==> src/rtl/proj_select_pkg.sv <==
// proj_select_pkg: shared state encoding and sizing helpers for the project selector
package proj_select_pkg;
  typedef enum logic [1:0] {OFF, DEAD, ON} state_t;
  localparam int MAX_DEAD = 255;
  function automatic int sel_w(input int n);
    return n <= 2 ? 1 : $clog2(n);
  endfunction
endpackage

==> src/rtl/proj_dead_timer.sv <==
// proj_dead_timer: 8-bit loadable down-counter; busy while nonzero, done while on its last count (clk, rst_n, load, load_val -> busy, done)
module proj_dead_timer (
  input  logic       clk,
  input  logic       rst_n,
  input  logic       load,
  input  logic [7:0] load_val,
  output logic       busy,
  output logic       done
);
  logic [7:0] cnt_q, cnt_d;
  always_comb cnt_d = load ? load_val : (cnt_q != 8'd0 ? cnt_q - 8'd1 : cnt_q);
  always_ff @(posedge clk or negedge rst_n)
    if (!rst_n) cnt_q <= 8'd0;
    else cnt_q <= cnt_d;
  assign busy = cnt_q != 8'd0;
  assign done = cnt_q == 8'd1;
endmodule

==> src/rtl/proj_select_ctrl.sv <==
// proj_select_ctrl: break-before-make selector driving zero-or-one-hot active_o with a dead time on every hand-over (req_* handshake in; active_o, cur_idx_o, cur_valid_o, busy_o, err_o out; checks under PROJ_SELECT_ONEHOT_ASSERT_EN)
module proj_select_ctrl
  import proj_select_pkg::*;
#(
  parameter int N_PROJ      = 2,
  parameter int SEL_W       = sel_w(N_PROJ),
  parameter int DEAD_CYCLES = 4
) (
  input  logic              wb_clk_i,
  input  logic              wb_rst_n_i,
  input  logic              req_valid_i,
  output logic              req_ready_o,
  input  logic [SEL_W-1:0]  req_idx_i,
  input  logic              req_off_i,
  output logic [N_PROJ-1:0] active_o,
  output logic [SEL_W-1:0]  cur_idx_o,
  output logic              cur_valid_o,
  output logic              busy_o,
  output logic              err_o
);
  state_t state_q, state_d;
  logic [SEL_W-1:0] pend_idx_q, pend_idx_d, cur_idx_q, cur_idx_d;
  logic [N_PROJ-1:0] active_q, active_d;
  logic pend_on_q, pend_on_d, err_q, err_d;
  logic hs, idx_ok, load, t_busy, t_done;
  assign req_ready_o = state_q != DEAD;
  assign hs          = req_valid_i && req_ready_o;
  assign idx_ok      = 32'(req_idx_i) < N_PROJ;
  proj_dead_timer u_timer (
    .clk      (wb_clk_i),
    .rst_n    (wb_rst_n_i),
    .load     (load),
    .load_val (8'(DEAD_CYCLES)),
    .busy     (t_busy),
    .done     (t_done)
  );
  always_ff @(posedge wb_clk_i or negedge wb_rst_n_i)
    if (!wb_rst_n_i) begin
      state_q    <= OFF;
      pend_idx_q <= '0;
      pend_on_q  <= 1'b0;
      cur_idx_q  <= '0;
      active_q   <= '0;
      err_q      <= 1'b0;
    end else begin
      state_q    <= state_d;
      pend_idx_q <= pend_idx_d;
      pend_on_q  <= pend_on_d;
      cur_idx_q  <= cur_idx_d;
      active_q   <= active_d;
      err_q      <= err_d;
    end
  // pend_on_q distinguishes a hand-over (finish in ON) from an off request (finish in OFF)
  always_comb begin
    state_d    = state_q;
    pend_idx_d = pend_idx_q;
    pend_on_d  = pend_on_q;
    load       = 1'b0;
    err_d      = hs && !req_off_i && !idx_ok;
    if (hs && req_off_i && state_q == ON) begin
      state_d   = DEAD;
      pend_on_d = 1'b0;
      load      = 1'b1;
    end else if (hs && !req_off_i && idx_ok && (state_q == OFF || req_idx_i != cur_idx_q)) begin
      state_d    = DEAD;
      pend_on_d  = 1'b1;
      pend_idx_d = req_idx_i;
      load       = 1'b1;
    end
    if (state_q == DEAD && t_done) state_d = pend_on_q ? ON : OFF;
  end
  always_comb begin
    cur_idx_d = (state_q == DEAD && t_done && pend_on_q) ? pend_idx_q : cur_idx_q;
    active_d  = state_d == ON ? N_PROJ'(1) << cur_idx_d : '0;
  end
  assign active_o    = active_q;
  assign cur_idx_o   = cur_idx_q;
  assign cur_valid_o = |active_q;
  assign busy_o      = t_busy;
  assign err_o       = err_q;
`ifdef PROJ_SELECT_ONEHOT_ASSERT_EN
  logic [N_PROJ-1:0] last_q;
  int zero_q;
  always_ff @(posedge wb_clk_i or negedge wb_rst_n_i)
    if (!wb_rst_n_i) begin
      last_q <= '0;
      zero_q <= 0;
    end else begin
      assert ($onehot0(active_o));
      assert (cur_valid_o == |active_o);
      if (active_o != '0 && last_q != '0 && active_o != last_q) assert (zero_q >= DEAD_CYCLES);
      cover (last_q == N_PROJ'(1) << (N_PROJ - 2) && active_o == N_PROJ'(1) << (N_PROJ - 1) && zero_q > 0);
      if (active_o != '0) last_q <= active_o;
      zero_q <= active_o == '0 ? zero_q + 1 : 0;
    end
`else
`endif
endmodule

==> config.mk <==
export PLATFORM = sky130hd
export DESIGN_NAME = proj_select_ctrl
export DESIGN_NICKNAME = d
export VERILOG_FILES = /design/src/rtl/proj_select_pkg.sv /design/src/rtl/proj_dead_timer.sv /design/src/rtl/proj_select_ctrl.sv
export SDC_FILE = /design/constraint.sdc
export NUM_CORES = 1
export LEC_CHECK = 0
export CAP_MARGIN = 0
export CELL_PAD_IN_SITES_DETAIL_PLACEMENT = 0
export CELL_PAD_IN_SITES_GLOBAL_PLACEMENT = 1
export CORE_UTILIZATION = 43
export CTS_BUF_LIST = sky130_fd_sc_hd__clkbuf_4 sky130_fd_sc_hd__clkbuf_8
export DETAILED_ROUTE_END_ITERATION = 16
export PLACE_DENSITY_LB_ADDON = 0.1
export SYNTH_ARGS = -nofsm -noshare
export SYNTH_HDL_FRONTEND = slang
export SYNTH_SLANG_ARGS = --single-unit
export TNS_END_PERCENT = 30
==> constraint.sdc <==
create_clock -name wb_clk_i -period 2.35 [get_ports wb_clk_i]
set_input_delay 0.47 -clock wb_clk_i [delete_from_list [all_inputs] [get_ports wb_clk_i]]
set_output_delay 0.47 -clock wb_clk_i [all_outputs]
set_load 0.02 [all_outputs]
---- Word-level counts from Yosys, hierarchy flattened ----
Cells that the tools add are included.
operators by class
  mux-type cells .......................... 12
  shift operators ......................... 1
  $mul .................................... 0
  bitwise operators ....................... 1
  equality and inequality tests ........... 6
  reductions and logical operators ........ 15
  div/mod/pow operators ................... 0
  order comparisons ....................... 0
  $add $sub $neg .......................... 1
operator list
  cell                                                                    number
  8-bit 2-to-1 mux                                                        2
  2-bit 2-to-1 mux                                                        5
  8-bit by 1-bit equality test with 1-bit output (second input constant)  1
  8-bit nonzero test                                                      1
  8-bit by 1-bit subtractor with 8-bit output (second input constant)     1
  1-bit logical AND                                                       7
  1-bit 2-to-1 mux                                                        5
  2-bit equality test (second input constant)                             2
  2-bit nonzero test                                                      2
  2-bit by 1-bit equality test with 1-bit output (second input constant)  1
  2-bit zero test                                                         1
  2-bit by 1-bit != test with 1-bit output (second input constant)        1
  2-bit AND reduction                                                     1
  2-bit OR reduction                                                      1
  1-bit by 1-bit left shift with 2-bit output (first input constant)      1
  1-bit zero test                                                         1
  1-bit logical OR                                                        1
  1-bit != test                                                           1
  1-bit NOT                                                               1
word-level totals
  register bits after elaboration ......... 15
  memory bits (writable) .................. 0
  ROM bits ................................ 0
  memories kept ........................... 0
  bits of input ports ..................... 5
  latch bits .............................. 0

---- Depth between registers and ports, before layout ----
Gate-level depths: netlist of the first run.
  word-level depth ........................ 9
  mapped depth ............................ 5
  mapped depth without buffers ............ 5

---- Modules after synthesis ----
Synthesis of the first run repeated with hierarchy kept, for this count alone.
second synthesis, totals
  cell total of the unflattened synthesis .. 98
  area total of the unflattened synthesis .. 934.6 um^2
modules (own cells, without submodules)
  module            area each (um^2)  sequential area each (um^2)  cells each  instances
  proj_dead_timer   500.5             200.2                        48          1
  proj_select_ctrl  434.2             175.2                        50          1

---- Worst setup path before layout of the first run ----
Ideal clock, no wire load.
  kind .................................... flip-flop to flip-flop
  start point ............................. register u_timer.cnt_q[0]
  end point ............................... register u_timer.cnt_q[6]
  period minus slack after synthesis ...... 1697 ps
  buffers on the path ..................... 0
  cell stages (with the launch flop) ...... 6
  arrival ................................. 1619 ps
  setup time .............................. 78 ps
  setup slack ............................. 653 ps
  cells stage by stage .................... dfrtp_1 > inv_1 > ha_1 > or3b_1 > or4b_1 > a21oi_1
on the way
  word-level cells in the longest chain between the ends .. 3
  elaborated cells between the ends (all ways) .. 5
  classes of those cells .................. 1 x add/sub; 2 x mux; 2 x reduce/logical
RTL lines
  item                                         RTL line               text
  start: declaration                           proj_dead_timer.sv:10  logic [7:0] cnt_q, cnt_d;
  start signal: assignment                     proj_dead_timer.sv:14  else cnt_q <= cnt_d;
  8-bit by 1-bit subtractor with 8-bit output  proj_dead_timer.sv:11  always_comb cnt_d = load ? load_val : (cnt_q != 8'd0 ? cnt_q - 8'd1 : cnt_q);
  8-bit 2-to-1 mux (2 in series)               proj_dead_timer.sv:11
Parallel ways exist; a longest one is shown, timed or not. The select of a mux whose other input is x is not followed.
A chain may end at the register's enable or synchronous reset.

---- Worst setup path after layout of the first run ----
  start point ............................. register u_timer.cnt_q[0]
  end point ............................... output port busy_o
on the way
  word-level cells in the longest chain between the ends .. 1
RTL lines
  item                RTL line                text
  8-bit nonzero test  proj_dead_timer.sv:15   assign busy = cnt_q != 8'd0;
  end: declaration    proj_select_ctrl.sv:18  output logic busy_o,
Every way passes these cells.

==> results.json, run 1 <==
{
  "hold_viol_final": 0,
  "synth_area_leaders": "dfrtp_1 (42%), a21oi_1 (5.6%), ha_1 (4.2%), inv_1 (4.2%), o21ai_0 (3.3%)",
  "hold_class": "flip-flop to flip-flop",
  "worst_hold_path.num_cells": 2,
  "die_w_um": 47.8,
  "vias": 740,
  "path_cells": "inv_1 > ha_2 > nor4b_4 > nand2_1 > dlygate4sd2_1",
  "yosysSeqAreaShare_pct": 41.7,
  "skew_ns": 0.00242,
  "synth_flop_cell": "dfrtp_1",
  "yosys_warnings": 0,
  "cts_buffers": 3,
  "clock_sinks": 15,
  "synth-edff-count": 0,
  "fin_crit_ns": 2.22,
  "diodes": 0,
  "slew_viol_final": 0,
  "place_congestion": 0.796,
  "p_leak_nw": 0.458,
  "place.detailed.hpwl_um": 1360,
  "comb_power_share_pct": 47.7,
  "synthArstFlopShare_pct": 100,
  "r2r-end": "u_timer.cnt_q[6]",
  "drt_iter0_markers": 25,
  "portBuffers": 10,
  "post-cts-setup-buffer-count": 0,
  "core_area_mm2": 0.00196,
  "rows": 16,
  "clk_pin_slew_ns": 0.08,
  "clk_latency_ns": 0.27,
  "ys_types": 41,
  "hold_start": "pend_on_q",
  "critical_path_class": "flip-flop to primary output",
  "final_layout_size_suffix_gt1_share_pct": 16.7,
  "grt_pass1_vias": 595,
  "ant_nets": 0,
  "utilization_pct": 55.2,
  "switchingPower_mw": 0.533,
  "first_pass_iters": 4,
  "final_nets": 117,
  "grt_overflow": 0,
  "grt_use_total_pct": 18.7,
  "r2r_start": "u_timer.cnt_q[0]",
  "cp_max_fo": 5,
  "clockBufferDepth": 2,
  "drc_errors": 0,
  "swShare_pct": 41.9,
  "internal_power_mw": 0.739,
  "die_area_mm2": 0.00228,
  "initial_core_util_pct": 45.9,
  "post_drt_wl_per_cell_um": 13.7,
  "finalCritPeriodShare_pct": 94.5,
  "ios": 12,
  "grt_max_degree": 16,
  "pre_cts_ws_ns": 0.112,
  "p_seq_share_pct": 40.3,
  "pwr-share-clk_pct": 12.1,
  "syn_avg_cell_area_um2": 9.58,
  "grt_pass1_wl_um": 2850,
  "crit_path_end_kind": "primary output",
  "min_to": "pend_on_q",
  "syn_to_final_growth_pct": 20.3,
  "tns_ns": 0,
  "max_freq_ghz": 0.450,
  "total_power_mw": 1.27,
  "worstPathArrival_ns": 1.75,
  "holdBufCountCts": 0,
  "power_density_mw_per_mm2": 1170,
  "ir_drop_uv": 635,
  "critPathSlowestCell": "dfrtp_1",
  "clock-root-buffer": "clkbuf_4",
  "cts_tree": "built",
  "routed_wl_um": 1850,
  "setup_viol": 0,
  "critPathRequiredTime_ns": 1.88,
  "startpoint_type": "flip-flop",
  "syn_area_um2": 901,
  "yosys.area.top_type_share_pct": 41.7,
  "rsz0062_at_grt": "no",
  "status": "complete, no violations",
  "fp.dieH_um": 47.8,
  "path_buf_inv": 2,
  "r2r_setup_slack_ns": 0.49,
  "synth_seq_cells": 15,
  "synthCells": 94,
  "viasPerCell": 5.48,
  "slew_headroom_pct": 55.6,
  "syn_nets": 102,
  "synth_top_cell_by_area": "dfrtp_1",
  "antenna_found_initial": 0,
  "r2r.worst_path.cells": 5,
  "slowest_delay_ns": 0.44,
  "cp_top_family": "buffers and inverters",
  "cap_violations": 0,
  "h-tree-depth": 1,
  "tightest_slew_ns": 0.663,
  "final.setup.worst_slack_ns": 0.130
}
==> worst reg2reg max path, cell delays in order (launching register included) <==
cell and delay [ns]:
dfrtp_1 0.44, inv_1 0.14, ha_1 0.20, or3b_1 0.42
or4b_1 0.48, a21oi_1 0.13
==> flip-flops by register name, indices dropped and copies added (netlist names) <==
name,cells
active_o,2
cur_idx_o,1
pend_idx_q,1
pend_on_q,1
state_q,2
u_timer.cnt_q,8
==> timing repair <==
action / in CTS / in global routing
resized for setup: 2 / 2
gates cloned: 0 / 0
endpoints found under the setup margin: 1 / 1
hold endpoints to repair: 0 / 0
==> layout make-up <==
class,instances,area (um^2)
clock buffers,4,30.0
fillers,209,878
inverters,10,37.5
multi-input cells,67,493
flip-flops and latches,15,375
well taps,27,33.8
repair buffers,12,114
==> cell usage in the layout (no fill, tap or decap), drive strengths merged, types with 2 or more instances in the layout <==
cell	synthesis	final
dfrtp	15	15
or4	3	3
inv	10	10
o21ai	6	6
nand3	2	2
nor2b	3	3
nor3b	2	2
or2	2	2
o32ai	2	2
a211o	2	2
and2b	2	2
nor3	4	4
or4b	2	2
clkbuf	1	4
buf	1	2
or3b	2	2
a21oi	10	10
ha	3	3
clkdlybuf4s50	0	9
nand2	3	3
a211oi	2	2
==> power groups by stage <==
stage | sequential (mW) | clock, mW | combinational, mW
floorplan | 0.476 | 0 | 0.416
detailed placement | 0.502 | 0 | 0.592
finish | 0.512 | 0.153 | 0.607
global placement | 0.502 | 0 | 0.586
CTS | 0.499 | 0.164 | 0.596
global route | 0.527 | 0.175 | 0.677
==> how the worst max path moves through the flow <==
stage                           from  cells past startpoint          endpoint  slack (ns)
global route        u_timer.cnt_q[0]                      5            busy_o        0.04
finish              u_timer.cnt_q[0]                      5            busy_o        0.13
detailed placement  u_timer.cnt_q[0]                      5            busy_o        0.11
floorplan           u_timer.cnt_q[0]                      5  u_timer.cnt_q[6]        0.65
global placement    u_timer.cnt_q[0]                      5            busy_o        0.16
CTS                 u_timer.cnt_q[0]                      5            busy_o        0.09
==> stage by stage <==
| step | instance area, um^2 | cells | hold WS [ns] |
|---|---|---|---|
| floorplan | 901 | 94 | 0.174 |
| global placement | 1040 | 131 | 0.546 |
| detailed placement | 1040 | 131 | 0.557 |
| CTS | 1070 | 135 | 0.580 |
| global route | 1080 | 135 | 0.602 |
| finish | 1080 | 135 | 0.573 |
==> cells by family after synthesis <==
logic type / after synthesis / synth area share [%]
AND/OR/NAND/NOR: 32 / 24.0
AO/OA/AOI/OAI: 28 / 20.8
flip-flops: 15 / 41.7
buffers and inverters: 12 / 5.56
adder cells (fa/ha/maj): 3 / 4.17
multiplexers: 2 / 2.36
other: 1 / 0.416
XOR/XNOR: 1 / 0.972
==> cells in the mapped netlist, types with 3 or more instances <==
cell type  instances
dfrtp_1           15
o21ai_0            6
nor3_1             4
nor2b_1            3
nand2_1            3
a21oi_1           10
ha_1               3
inv_1             10
==> per-layer routing <==
layer,vias up,share of wire (%),GRT usage [%]
li1,369,-,-
met1,358,53,27.5
met2,11,43,25.7
met3,2,3.2,5.66
met4,0,0.65,6.67
met5,-,0,0
(Power assumes the default switching activity.)
==> run 2, diff against run 1 <==
Settings changed: SLEW_MARGIN from default to 25.
==> results of run 2 <==
No change in the layout: final DEF, timing and power equal those of run 1.
==> run 3, diff against run 2 <==
Settings changed: PLACE_DENSITY from default to 0.78, PLACE_DENSITY_LB_ADDON 0.1 to default.
==> run 3 against run 2 <==
Net effect: clock-buffer cell count did not move; non-clock buffer count did not move; critical path depth did not move; fmax fell by 0.38%; combinational power barely moved; die area did not move; global-route usage rose by 1.0 points; clock power rose by 6%; sequential power barely moved; cell count did not move; sequential cell count did not move; critical path type unchanged; critical endpoint unchanged; largest power group unchanged.
==> results.json, run 3 (synthesis results as in run 1) <==
{
  "status": "complete, no violations",
  "final_cell_mix": "dfrtp_1 (15), inv_1 (10), a21oi_1 (10)",
  "tns_ns": 0,
  "drc_errors": 0,
  "grt_pass1_vias": 702,
  "routed_wl_um": 1930,
  "critical_path_class": "flip-flop to primary output",
  "diodes": 0,
  "place_congestion": 0.852,
  "tightest_slew_ns": 0.676,
  "multi_input_area_um2": 490,
  "slew_viol_final": 0,
  "initial_core_util_pct": 45.9,
  "worstPathArrival_ns": 1.76,
  "fin_crit_ns": 2.23,
  "clk_latency_ns": 0.28,
  "setup_viol": 0,
  "seq_area_um2": 375,
  "portBuffers": 10,
  "max_freq_ghz": 0.449,
  "r2r-end": "u_timer.cnt_q[6]",
  "post_drt_wl_per_cell_um": 14.3,
  "grt_overflow": 0,
  "rsz0062_at_grt": "no",
  "ant_nets": 0,
  "r2r.worst_path.cells": 5,
  "final.setup.worst_slack_ns": 0.121,
  "place.detailed.hpwl_um": 1360,
  "slew_headroom_pct": 54.8,
  "utilization_pct": 55.1,
  "syn_to_final_growth_pct": 20.0,
  "final_layout_size_suffix_gt1_share_pct": 15.7,
  "core_area_mm2": 0.00196,
  "p_leak_nw": 0.460,
  "die_area_mm2": 0.00228,
  "antenna_found_initial": 0,
  "worst_hold_path.num_cells": 2,
  "final_common_cell": "dfrtp_1",
  "ir_drop_uv": 597,
  "cp_max_fo": 5,
  "vias": 759,
  "grt_max_degree": 16,
  "r2r_setup_slack_ns": 0.51,
  "regMostFlops": "u_timer.cnt_q",
  "die_w_um": 47.8,
  "hold_start": "pend_on_q",
  "hold_viol_final": 0,
  "min_to": "pend_on_q",
  "cap_violations": 0,
  "clockBufferDepth": 2,
  "finalCritPeriodShare_pct": 94.8,
  "startpoint_type": "flip-flop",
  "final_nets": 117,
  "power_density_mw_per_mm2": 1190,
  "h-tree-depth": 1,
  "crit_start": "u_timer.cnt_q[0]",
  "hold_class": "flip-flop to flip-flop",
  "clock_sinks": 15,
  "clock-root-buffer": "clkbuf_4",
  "r2r_start": "u_timer.cnt_q[0]",
  "viasPerCell": 5.62,
  "drt_iter0_markers": 5,
  "skew_ns": 0.00112,
  "pre_cts_ws_ns": 0.149,
  "crit_path_end_kind": "primary output",
  "cts_tree": "built",
  "first_pass_iters": 4,
  "fp.dieH_um": 47.8,
  "clk_pin_slew_ns": 0.09,
  "ios": 12,
  "grt_use_total_pct": 19.7,
  "grt_pass1_wl_um": 3080,
  "cts_buffers": 3,
  "largest_reg_flops": 8,
  "fillCellCount": 198,
  "rows": 16,
  "critPathRequiredTime_ns": 1.88
}
## run 3: metal layers
metal	wire length [um]	GRT usage, %
met5	0	0
met4	6	7.22
met3	62	6.04
met2	870	30.0
met1	988	26.3
## run 3: worst max path at each step
stage,to
floorplan,u_timer.cnt_q[6]
global placement,busy_o
detailed placement,busy_o
CTS,busy_o
global route,busy_o
finish,busy_o
## run 3: power by group
part           internal, mW  switching, mW  total, mW  leakage (nW)
sequential            0.357          0.154      0.511         0.190
combinational         0.302          0.308      0.610         0.252
clock                0.0775         0.0847      0.162        0.0184
## run 3: cell type report
type                    count  area share (%)
flip-flops and latches     15            34.7
clock buffers               4            2.78
inverters                  10            3.47
repair buffers             12            10.5
multi-input cells          67            45.4
well taps                  27            3.12
## run 3: per-stage QoR
step	cells	area, um^2	total power, mW	hold WS, ns
6_report	135	1080	1.28	0.574
5_1_grt	135	1080	1.39	0.608
4_1_cts	135	1070	1.27	0.576
3_5_place_dp	131	1040	1.10	0.549
3_3_place_gp	131	1040	1.08	0.544
2_1_floorplan	94	901	0.892	0.174
## run 3: worst max-delay path, cell delays in order (launching register included)
cell and delay, ns:
dfrtp_1 0.43, inv_1 0.12, ha_1 0.24, nor4b_4 0.24
nand2_1 0.11, dlygate4sd2_1 0.34
## run 3: what timing repair did
item / CTS / global route
buffers inserted: 0 / 0
hold buffers: 0 / 0
setup endpoints to repair: 1 / 1
cloned: 0 / 0
gates resized for setup: 2 / 1
==> RTL change (flow settings as in run 1) <==
Change the parameter `N_PROJ` from 2 to 4.
--- a/src/rtl/proj_select_ctrl.sv
+++ b/src/rtl/proj_select_ctrl.sv
@@ -4,3 +4,3 @@
 #(
-  parameter int N_PROJ      = 2,
+  parameter int N_PROJ      = 4,
   parameter int SEL_W       = sel_w(N_PROJ),
Ports: changed (resized active_o, cur_idx_o and req_idx_i); port bits go from 12 to 16. No check against the original RTL was run, so the function may have changed too.
==> RTL change against run 1 <==
Register-to-register slack worse by 0.04 ns; routed wire length increased by 2.4%; count of clock-buffer cells in the layout fell by 1; sequential share of layout area up 3.5 points; synthesized cell count grew 1.1%; total power rose by 10%; design area rose by 15%; clock power is 8% higher; via count increased by 7.8%; sequential cell count is 4 higher; setup slack got worse by 0.00099 ns; largest cell class unchanged; sequential power increased by 20%; synthesized area rose by 14%.
==> RTL change: results <==
clock_network:
  cts_made_buffers: 3
  path_clk_slew_ns: 0.11
  cts_buffer_depth: 2
  insertion_delay_ns: 0.30
synthesis:
  ys_seq_area_frac: 0.465
  yosys-top-cells-count: "dfrtp_1 (19), nand2_1 (7), nor2_1 (7)"
  synth_area_leaders: "dfrtp_1 (46%), a211oi_1 (3.7%), ha_1 (3.7%)"
  syn_nets: 104
global_route:
  grt_max_degree: 20
  grt_pass1_wl_um: 3240
  track_usage: 0.172
  grt_pass1_vias: 794
  use_met3: 0.0697
  met1_usage: 0.184
  grtUsageMet2: 0.296
final_layout:
  multi_input_area_share: 0.412
  drive_above_1_share: 0.155
  clock_area_frac: 0.0221
  sh_seq_area: 0.381
  layout.nonclk_buf_frac: 0.141
  design.seq.count: 19
  nNonClkInverters: 5
  fill_cells: 202
  fin_nets: 126
  nMultiInputCombCells: 69
  multiInputGateArea_sq_um: 514
  nNonClkBuffers: 19
  largest_reg_flops: 8
pwr:
  seqPwrFrac: 0.438
  comb_power_share: 0.444
  p_int_mw: 0.815
  leakagePower_nw: 0.525
  vdd_drop_max_mv: 0.651
detailed_routing:
  routed-wl-met2_um: 942
  dr_wl_met3_um: 87
  met1_length_um: 855
  wl_um: 1900
  vias: 798
  drt_iter0_drc: 9
place:
  port_buffers: 14
  placement.cell_area_sq_mm: 0.00122
  pre_cts_slack_ns: 0.251
  dpl.hpwl_um: 1410
  gp_congestion: 0.815
run_status:
  outcome: "completed"
worst_hold_path:
  hold_class: "in2async"
run:
  drv_cap: 0
timing:
  whs_ns: 0.489
  clock_skew_ns: 0.00963
  maxSlewHeadroom: 0.655
worst_setup_path:
  reg2reg_slack_ns: 0.45
  reg2reg_depth: 6
  cp_max_fo: 2
floorplan:
  tapCellCount: 28
RTL change: changes by cell type after synthesis, moves of 5 or more:
cell / run 1 / this run
nor2_1: 1 / 7
inv_1: 10 / 4
o21ai_0: 6 / 1
a21oi_1: 10 / 5
RTL change: how the worst max path moves through the flow:
| stage | from | to | slack, ns | cells after the start |
|---|---|---|---|---|
| after global placement | req_idx_i[1] | active_o[3]$_DFF_PN0_ | 0.24 | 6 |
| after floorplan | u_timer.cnt_q[0]$_DFFE_PN0P_ | u_timer.cnt_q[6]$_DFFE_PN0P_ | 0.57 | 6 |
| after detailed placement | req_idx_i[1] | active_o[3]$_DFF_PN0_ | 0.25 | 6 |
| after CTS | active_o[1]$_DFF_PN0_ | cur_valid_o | 0.10 | 2 |
| final | active_o[1]$_DFF_PN0_ | cur_valid_o | 0.13 | 2 |
| after global routing | u_timer.cnt_q[0]$_DFFE_PN0P_ | busy_o | 0.05 | 4 |
RTL change: cells by family (layout without fill, tap and decap cells):
kind of cell | Yosys count | in the layout | share of synthesized area
xor+xnor | 7 | 7 | 0.0599
other cells | 1 | 1 | 0.00366
flops | 19 | 19 | 0.465
mux | 3 | 3 | 0.0354
compound gates | 22 | 22 | 0.160
fa+ha+maj | 3 | 3 | 0.0367
simple gates | 33 | 33 | 0.207
buf+inv | 7 | 28 | 0.0330
RTL change: critical path, cell delays in order (launching register included):
cell	delay (ns)
dfrtp_1	0.39
or4_1	0.52
clkdlybuf4s50_1	0.55
RTL change: timing repair:
action,in CTS,in global routing
hold buffers,0,0
hold endpoints to repair,0,0
endpoints found under the setup margin,1,0
resized for setup,1,0
RTL change: stage by stage:
stage	instances	total power, mW
CTS	144	1.42
detailed placement	140	1.25
global placement	140	1.24
global route	144	1.52
floorplan	95	1.04
finish	144	1.40
